**src/rtl/fifo_rd_pkg.sv**
```systemverilog
`default_nettype none
// ============================================================================
// Module      : fifo_rd_pkg
// Description : Shared types and constants for the FIFO read-side drain stage.
// Revision    : 1.0 - initial release
// ============================================================================
package fifo_rd_pkg;

    // Occupancy of the two-entry output buffer
    typedef enum logic [1:0] {
        EMPTY = 2'd0,
        ONE   = 2'd1,
        TWO   = 2'd2
    } occ_e;

    localparam int CNT_W         = 16;
    localparam int BEAT_W        = 8;
    localparam int BURST_LEN_DEF = 4;

endpackage
`default_nettype wire

```
**src/rtl/rd_skid_buf.sv**
```systemverilog
`default_nettype none
// ============================================================================
// Module      : rd_skid_buf
// Description : Two-entry in-order output buffer with occupancy FSM.
//               head_o always presents the oldest stored word.
// Revision    : 1.0 - initial release
// ============================================================================
module rd_skid_buf
    import fifo_rd_pkg::*;
#(
    parameter int DATA_SIZE = 12
) (
    input  logic                 clk_i,
    input  logic                 rst_ni,
    input  logic                 push_i,
    input  logic [DATA_SIZE-1:0] push_data_i,
    input  logic                 pop_i,
    output logic                 valid_o,
    output logic [DATA_SIZE-1:0] head_o,
    output occ_e                 occ_o
);

    occ_e                 occ_q;
    logic [DATA_SIZE-1:0] head_q;
    logic [DATA_SIZE-1:0] tail_q;

    // Occupancy FSM and storage; head_q is the oldest word, tail_q the next.
    // The upstream credit logic never pushes into a full buffer without a pop.
    always_ff @(posedge clk_i or negedge rst_ni) begin
        if (!rst_ni) begin
            occ_q  <= EMPTY;
            head_q <= '0;
            tail_q <= '0;
        end else begin
            case (occ_q)
                EMPTY: begin
                    if (push_i) begin
                        head_q <= push_data_i;
                        occ_q  <= ONE;
                    end
                end
                ONE: begin
                    case ({push_i, pop_i})
                        2'b10: begin
                            tail_q <= push_data_i;
                            occ_q  <= TWO;
                        end
                        2'b01: occ_q  <= EMPTY;
                        2'b11: head_q <= push_data_i;
                        default: ;
                    endcase
                end
                TWO: begin
                    case ({push_i, pop_i})
                        2'b01: begin
                            head_q <= tail_q;
                            occ_q  <= ONE;
                        end
                        2'b11: begin
                            head_q <= tail_q;
                            tail_q <= push_data_i;
                        end
                        default: ;
                    endcase
                end
                default: occ_q <= EMPTY;
            endcase
        end
    end

    assign valid_o = (occ_q != EMPTY);
    assign head_o  = head_q;
    assign occ_o   = occ_q;

endmodule
`default_nettype wire

```
**src/rtl/fifo_rd_stream.sv**
```systemverilog
`default_nettype none
// ============================================================================
// Module      : fifo_rd_stream
// Description : Drains an async FIFO read port into a valid/ready stream,
//               absorbing the FIFO's one-cycle read latency, framing bursts
//               of BURST_LEN words and counting delivered words and bursts.
// Revision    : 1.0 - initial release
// ============================================================================
module fifo_rd_stream
    import fifo_rd_pkg::*;
#(
    parameter int DATA_SIZE = 12,
    parameter int BURST_LEN = BURST_LEN_DEF
) (
    input  logic                 rclk,
    input  logic                 rrst,
    input  logic                 rEmpty,
    input  logic [DATA_SIZE-1:0] rData,
    output logic                 rinc,
    output logic                 m_valid,
    input  logic                 m_ready,
    output logic [DATA_SIZE-1:0] m_data,
    output logic                 m_sop,
    output logic                 m_eop,
    output logic [CNT_W-1:0]     word_cnt,
    output logic [CNT_W-1:0]     burst_cnt
);

    localparam logic [BEAT_W-1:0] c_LAST_BEAT = BEAT_W'(BURST_LEN - 1);

    logic              pend_q;
    logic [BEAT_W-1:0] beat_q, beat_d;
    logic [CNT_W-1:0]  word_q, word_d;
    logic [CNT_W-1:0]  burst_q, burst_d;

    occ_e              w_occ;
    logic [1:0]        w_occ_bits;
    logic              w_pop;
    logic [2:0]        w_fill;

    assign w_pop      = m_valid & m_ready;
    assign w_occ_bits = w_occ;

    // Credit check: buffered words plus the one in flight, after this cycle's
    // pop, must leave room for one more; a pop reopens rinc in the same cycle.
    assign w_fill = {1'b0, w_occ_bits} + {2'b00, pend_q} - {2'b00, w_pop};
    assign rinc   = ~rEmpty & (w_fill < 3'd2);

    rd_skid_buf #(
        .DATA_SIZE (DATA_SIZE)
    ) u_buf (
        .clk_i       (rclk),
        .rst_ni      (rrst),
        .push_i      (pend_q),
        .push_data_i (rData),
        .pop_i       (w_pop),
        .valid_o     (m_valid),
        .head_o      (m_data),
        .occ_o       (w_occ)
    );

    assign m_sop = (beat_q == '0);
    assign m_eop = (beat_q == c_LAST_BEAT);

    // Next-state for the burst position and the wrapping statistics counters
    always_comb begin
        beat_d  = beat_q;
        word_d  = word_q + CNT_W'(w_pop);
        burst_d = burst_q + CNT_W'(w_pop & m_eop);
        if (w_pop) begin
            beat_d = m_eop ? '0 : beat_q + 1'b1;
        end
    end

    // In-flight flag tracks the FIFO's registered read; counters update on pop
    always_ff @(posedge rclk or negedge rrst) begin
        if (!rrst) begin
            pend_q  <= 1'b0;
            beat_q  <= '0;
            word_q  <= '0;
            burst_q <= '0;
        end else begin
            pend_q  <= rinc;
            beat_q  <= beat_d;
            word_q  <= word_d;
            burst_q <= burst_d;
        end
    end

    assign word_cnt  = word_q;
    assign burst_cnt = burst_q;

endmodule
`default_nettype wire

```
**config.mk**
```make
export PLATFORM = sky130hd
export DESIGN_NAME = fifo_rd_stream
export DESIGN_NICKNAME = d
export VERILOG_FILES = /design/src/rtl/fifo_rd_pkg.sv /design/src/rtl/rd_skid_buf.sv /design/src/rtl/fifo_rd_stream.sv
export SDC_FILE = /design/constraint.sdc
export NUM_CORES = 1
export LEC_CHECK = 0
export BUFFER_PORTS_ARGS = -buffer_cell sky130_fd_sc_hd__buf_4
export CORE_ASPECT_RATIO = 0.6
export CORE_UTILIZATION = 55
export DETAILED_ROUTE_END_ITERATION = 8
export PLACE_DENSITY_LB_ADDON = 0.2
export SYNTH_ARGS = -nofsm -noshare
export SYNTH_HDL_FRONTEND = slang
export SYNTH_SLANG_ARGS = --single-unit
```
**constraint.sdc**
```tcl
create_clock -name rclk -period 3.2 [get_ports rclk]
set_input_delay 0.16 -clock rclk [delete_from_list [all_inputs] [get_ports rclk]]
set_output_delay 0.16 -clock rclk [all_outputs]
set_load 0.05 [all_outputs]
```
==> flow_summary_export.csv <==
group,metric,value,unit
outcome,status,"completed",
placed_design,place_inst,387,
worst_setup_path,cp_max_fo,9,
worst_setup_path,worst_ep_required_time,3.04,ns
logic_synthesis,yosysWarnings,0,
sta,final-hold-violation-count,0,
floorplan,die_h,61.1,µm
logic_synthesis,syn_nets,277,
finish,drive_above_1_share,39.2,%
logic_synthesis,syn-mean-instance-area,12.8,µm²
logic_synthesis,syn_inst,249,
clock_network,cts_setup_buffers,0,
floorplan,core_area,0.00560,mm²
pwr,p_leak,1.99,nW
worst_hold_path,hold_class,"input pin to flip-flop",
floorplan,die_x,100,µm
finish,nNetsFinal,348,
global_route,gr-total-overflow,0,
logic_synthesis,syn_area,0.00320,mm²
clock_network,numCtsBuffers,9,
pwr,finalPower,3.89,mW
clock_network,clockBufferDepth,2,
clock_network,htreeDepth,3,
finish,syn_to_final_growth,24.7,%
worst_setup_path,critPathLaunchType,"flip-flop",
placed_design,hpwl,4.09,mm
pwr,powerDensity,974,mW/mm²
logic_synthesis,ys_seq_area_share,52.4,%
finish,mostFrequentLayoutCells,"dfrtp_1 (67), buf_4 (65), xnor2_1 (25)",
route,drtAntennaViolNets,0,
sta,skew,0.0114,ns
route,wire_per_inst,14.6,µm
route,drtIter0Drc,69,
clock_network,cts_tree,"done",
sta,finalSetupTns,0,ns
logic_synthesis,synth.distinct_cells,36,
floorplan,rows,21,
global_route,grt_first_pass_wirelength,9.41,mm
global_route,antenna_found_initial,0,
worst_setup_path,critical_path.endpoint_type,"primary output",
worst_setup_path,reg2reg_slack,0.66,ns
placed_design,io_buffer_count,63,
global_route,grt_usage,21.0,%
route,vias,2058,
sta,min_period_over_period,92.0,%
route,route.detailed.drc,0,
pwr,vdd_ir_drop_max,0.601,mV
finish,antennaDiodeCount,0,
route,routed_wl,5.89,mm
floorplan,io_pins,64,
sta,period_minus_slack,2.94,ns
job,drv_cap,0,
floorplan,die_area,0.00614,mm²
sta,maxSlewHeadroom,42.9,%
sta,max_slew.worst_pin.slew,0.855,ns
floorplan,start_util,57.2,%
sta,max_freq,340,MHz
worst_setup_path,cp.arrival,2.78,ns
logic_synthesis,synth_seq_cells,67,
finish,fill_cells,421,
sta,drv_slew,0,
sta,grt_setup_unrepaired,"false",
global_route,grt_max_degree,68,
route,firstDrtPassIters,4,
route,vias_per_cell,5.09,
sta,setup_viol,0,
finish,final_common_cell,"dfrtp_1",
clock_network,numClockSinks,67,
finish,layout.cells.non_filler,404,
worst_setup_path,critPathKind,"flip-flop to primary output",
clock_network,root_buffer,"clkbuf_8",
global_route,grt_pass1_vias,1923,
placed_design,place_congestion,0.785,
clock_network,clock_latency,0.35,ns
clock_network,clk_pin_slew,0.08,ns
-- what timing repair did --
action                                  CTS  global route
gates resized for setup                   1             3
endpoints found under the setup margin    1             1
hold buffers                              2             0
hold endpoints to repair                 68             0
-- synthesized netlist by cell type, drive strengths merged --
library cell,instances,area [µm²]
nor3,6,40.0
nand2b,2,12.5
mux2,36,480
o211ai,1,7.51
and2,2,12.5
xor2,10,87.6
nand2,14,52.6
clkbuf,2,7.51
nor2,7,28.8
or4,1,7.51
fa,1,20.0
nand4,5,31.3
a21oi,1,5.00
inv,8,30.0
a211oi,1,12.5
ha,11,138
nor2b,1,6.26
and4,5,43.8
xnor2,25,219
a2111oi,1,27.5
dfrtp,67,1680
nand3,16,80.1
or3b,1,8.76
clkinv,1,3.75
a21o,2,15.0
buf,5,42.5
o21ai,7,38.8
nor3b,1,7.51
and3,9,56.3
-- stage by stage --
stage,hold slack (ns),util (%),area (µm²),setup slack (ns)
after floorplan,-0.136,-,3200,0.394
final,0.0472,71.3,3990,0.256
after CTS,0.0316,71.1,3980,0.0573
after detailed placement,0.311,66.9,3740,0.279
after global placement,0.316,66.9,3740,0.380
after global routing,0.0326,71.3,3990,0.0474
-- cell type report --
class / count / area [µm²] / area share (%)
tap: 80 / 100 / 2.51
inverter: 9 / 37.5 / 0.941
timing repair buffer: 67 / 508 / 12.7
clock inverter: 6 / 90.1 / 2.26
multi-input combinational: 166 / 1450 / 36.4
clock buffer: 9 / 124 / 3.10
sequential: 67 / 1680 / 42.0
-- cell families after synthesis --
family,count (synthesis),synth area share [%]
simple gates,70,12.1
flops,67,52.4
mux,36,15.0
xor+xnor,35,9.58
buf+inv,16,2.62
compound gates,13,3.32
fa+ha+maj,12,4.93
-- power breakdown --
| group | switching (mW) | internal, mW |
|---|---|---|
| Combinational | 1.01 | 0.835 |
| Clock | 0.322 | 0.437 |
| Sequential | 0.187 | 1.09 |
| Total | 1.52 | 2.36 |
-- flip-flops by register name (all words and copies together), names as in the netlist --
name / flops
u_buf.occ_o: 2
word_cnt: 16
u_buf.head_o: 12
beat_q: 8
burst_cnt: 16
pend_q: 1
u_buf.tail_q: 12
-- worst paths after layout --
check                                from               end  depth (start not counted)
min                             rData[10]  u_buf.tail_q[10]                          2
max in group asynchronous            rrst   u_buf.head_o[0]                          2
min reg2reg                 burst_cnt[15]     burst_cnt[15]                          1
min in group asynchronous            rrst     burst_cnt[11]                          2
max                        u_buf.occ_o[1]              rinc                         10
max reg2reg                     beat_q[5]     burst_cnt[12]                          8
-- worst max-delay path: stages, from the launching register on --
cell,delay [ns]
dfrtp_1,0.48
inv_1,0.14
ha_2,0.26
nand2b_4,0.23
clkinvlp_4,0.18
nor2_1,0.11
o21ai_0,0.10
fa_1,0.39
xor2_1,0.16
nor3b_2,0.19
buf_4,0.22
-- per-layer routing --
| layer | GRT usage, % | up-vias | wire, µm |
|---|---|---|---|
| met3 | 7.26 | 7 | 272 |
| li1 | - | 1003 | - |
| met4 | 6.83 | 0 | 55 |
| met1 | 30.8 | 1004 | 3040 |
| met2 | 29.2 | 44 | 2520 |
| met5 | 0 | - | 0 |
No activity file was read; power rests on OpenSTA's default activity.
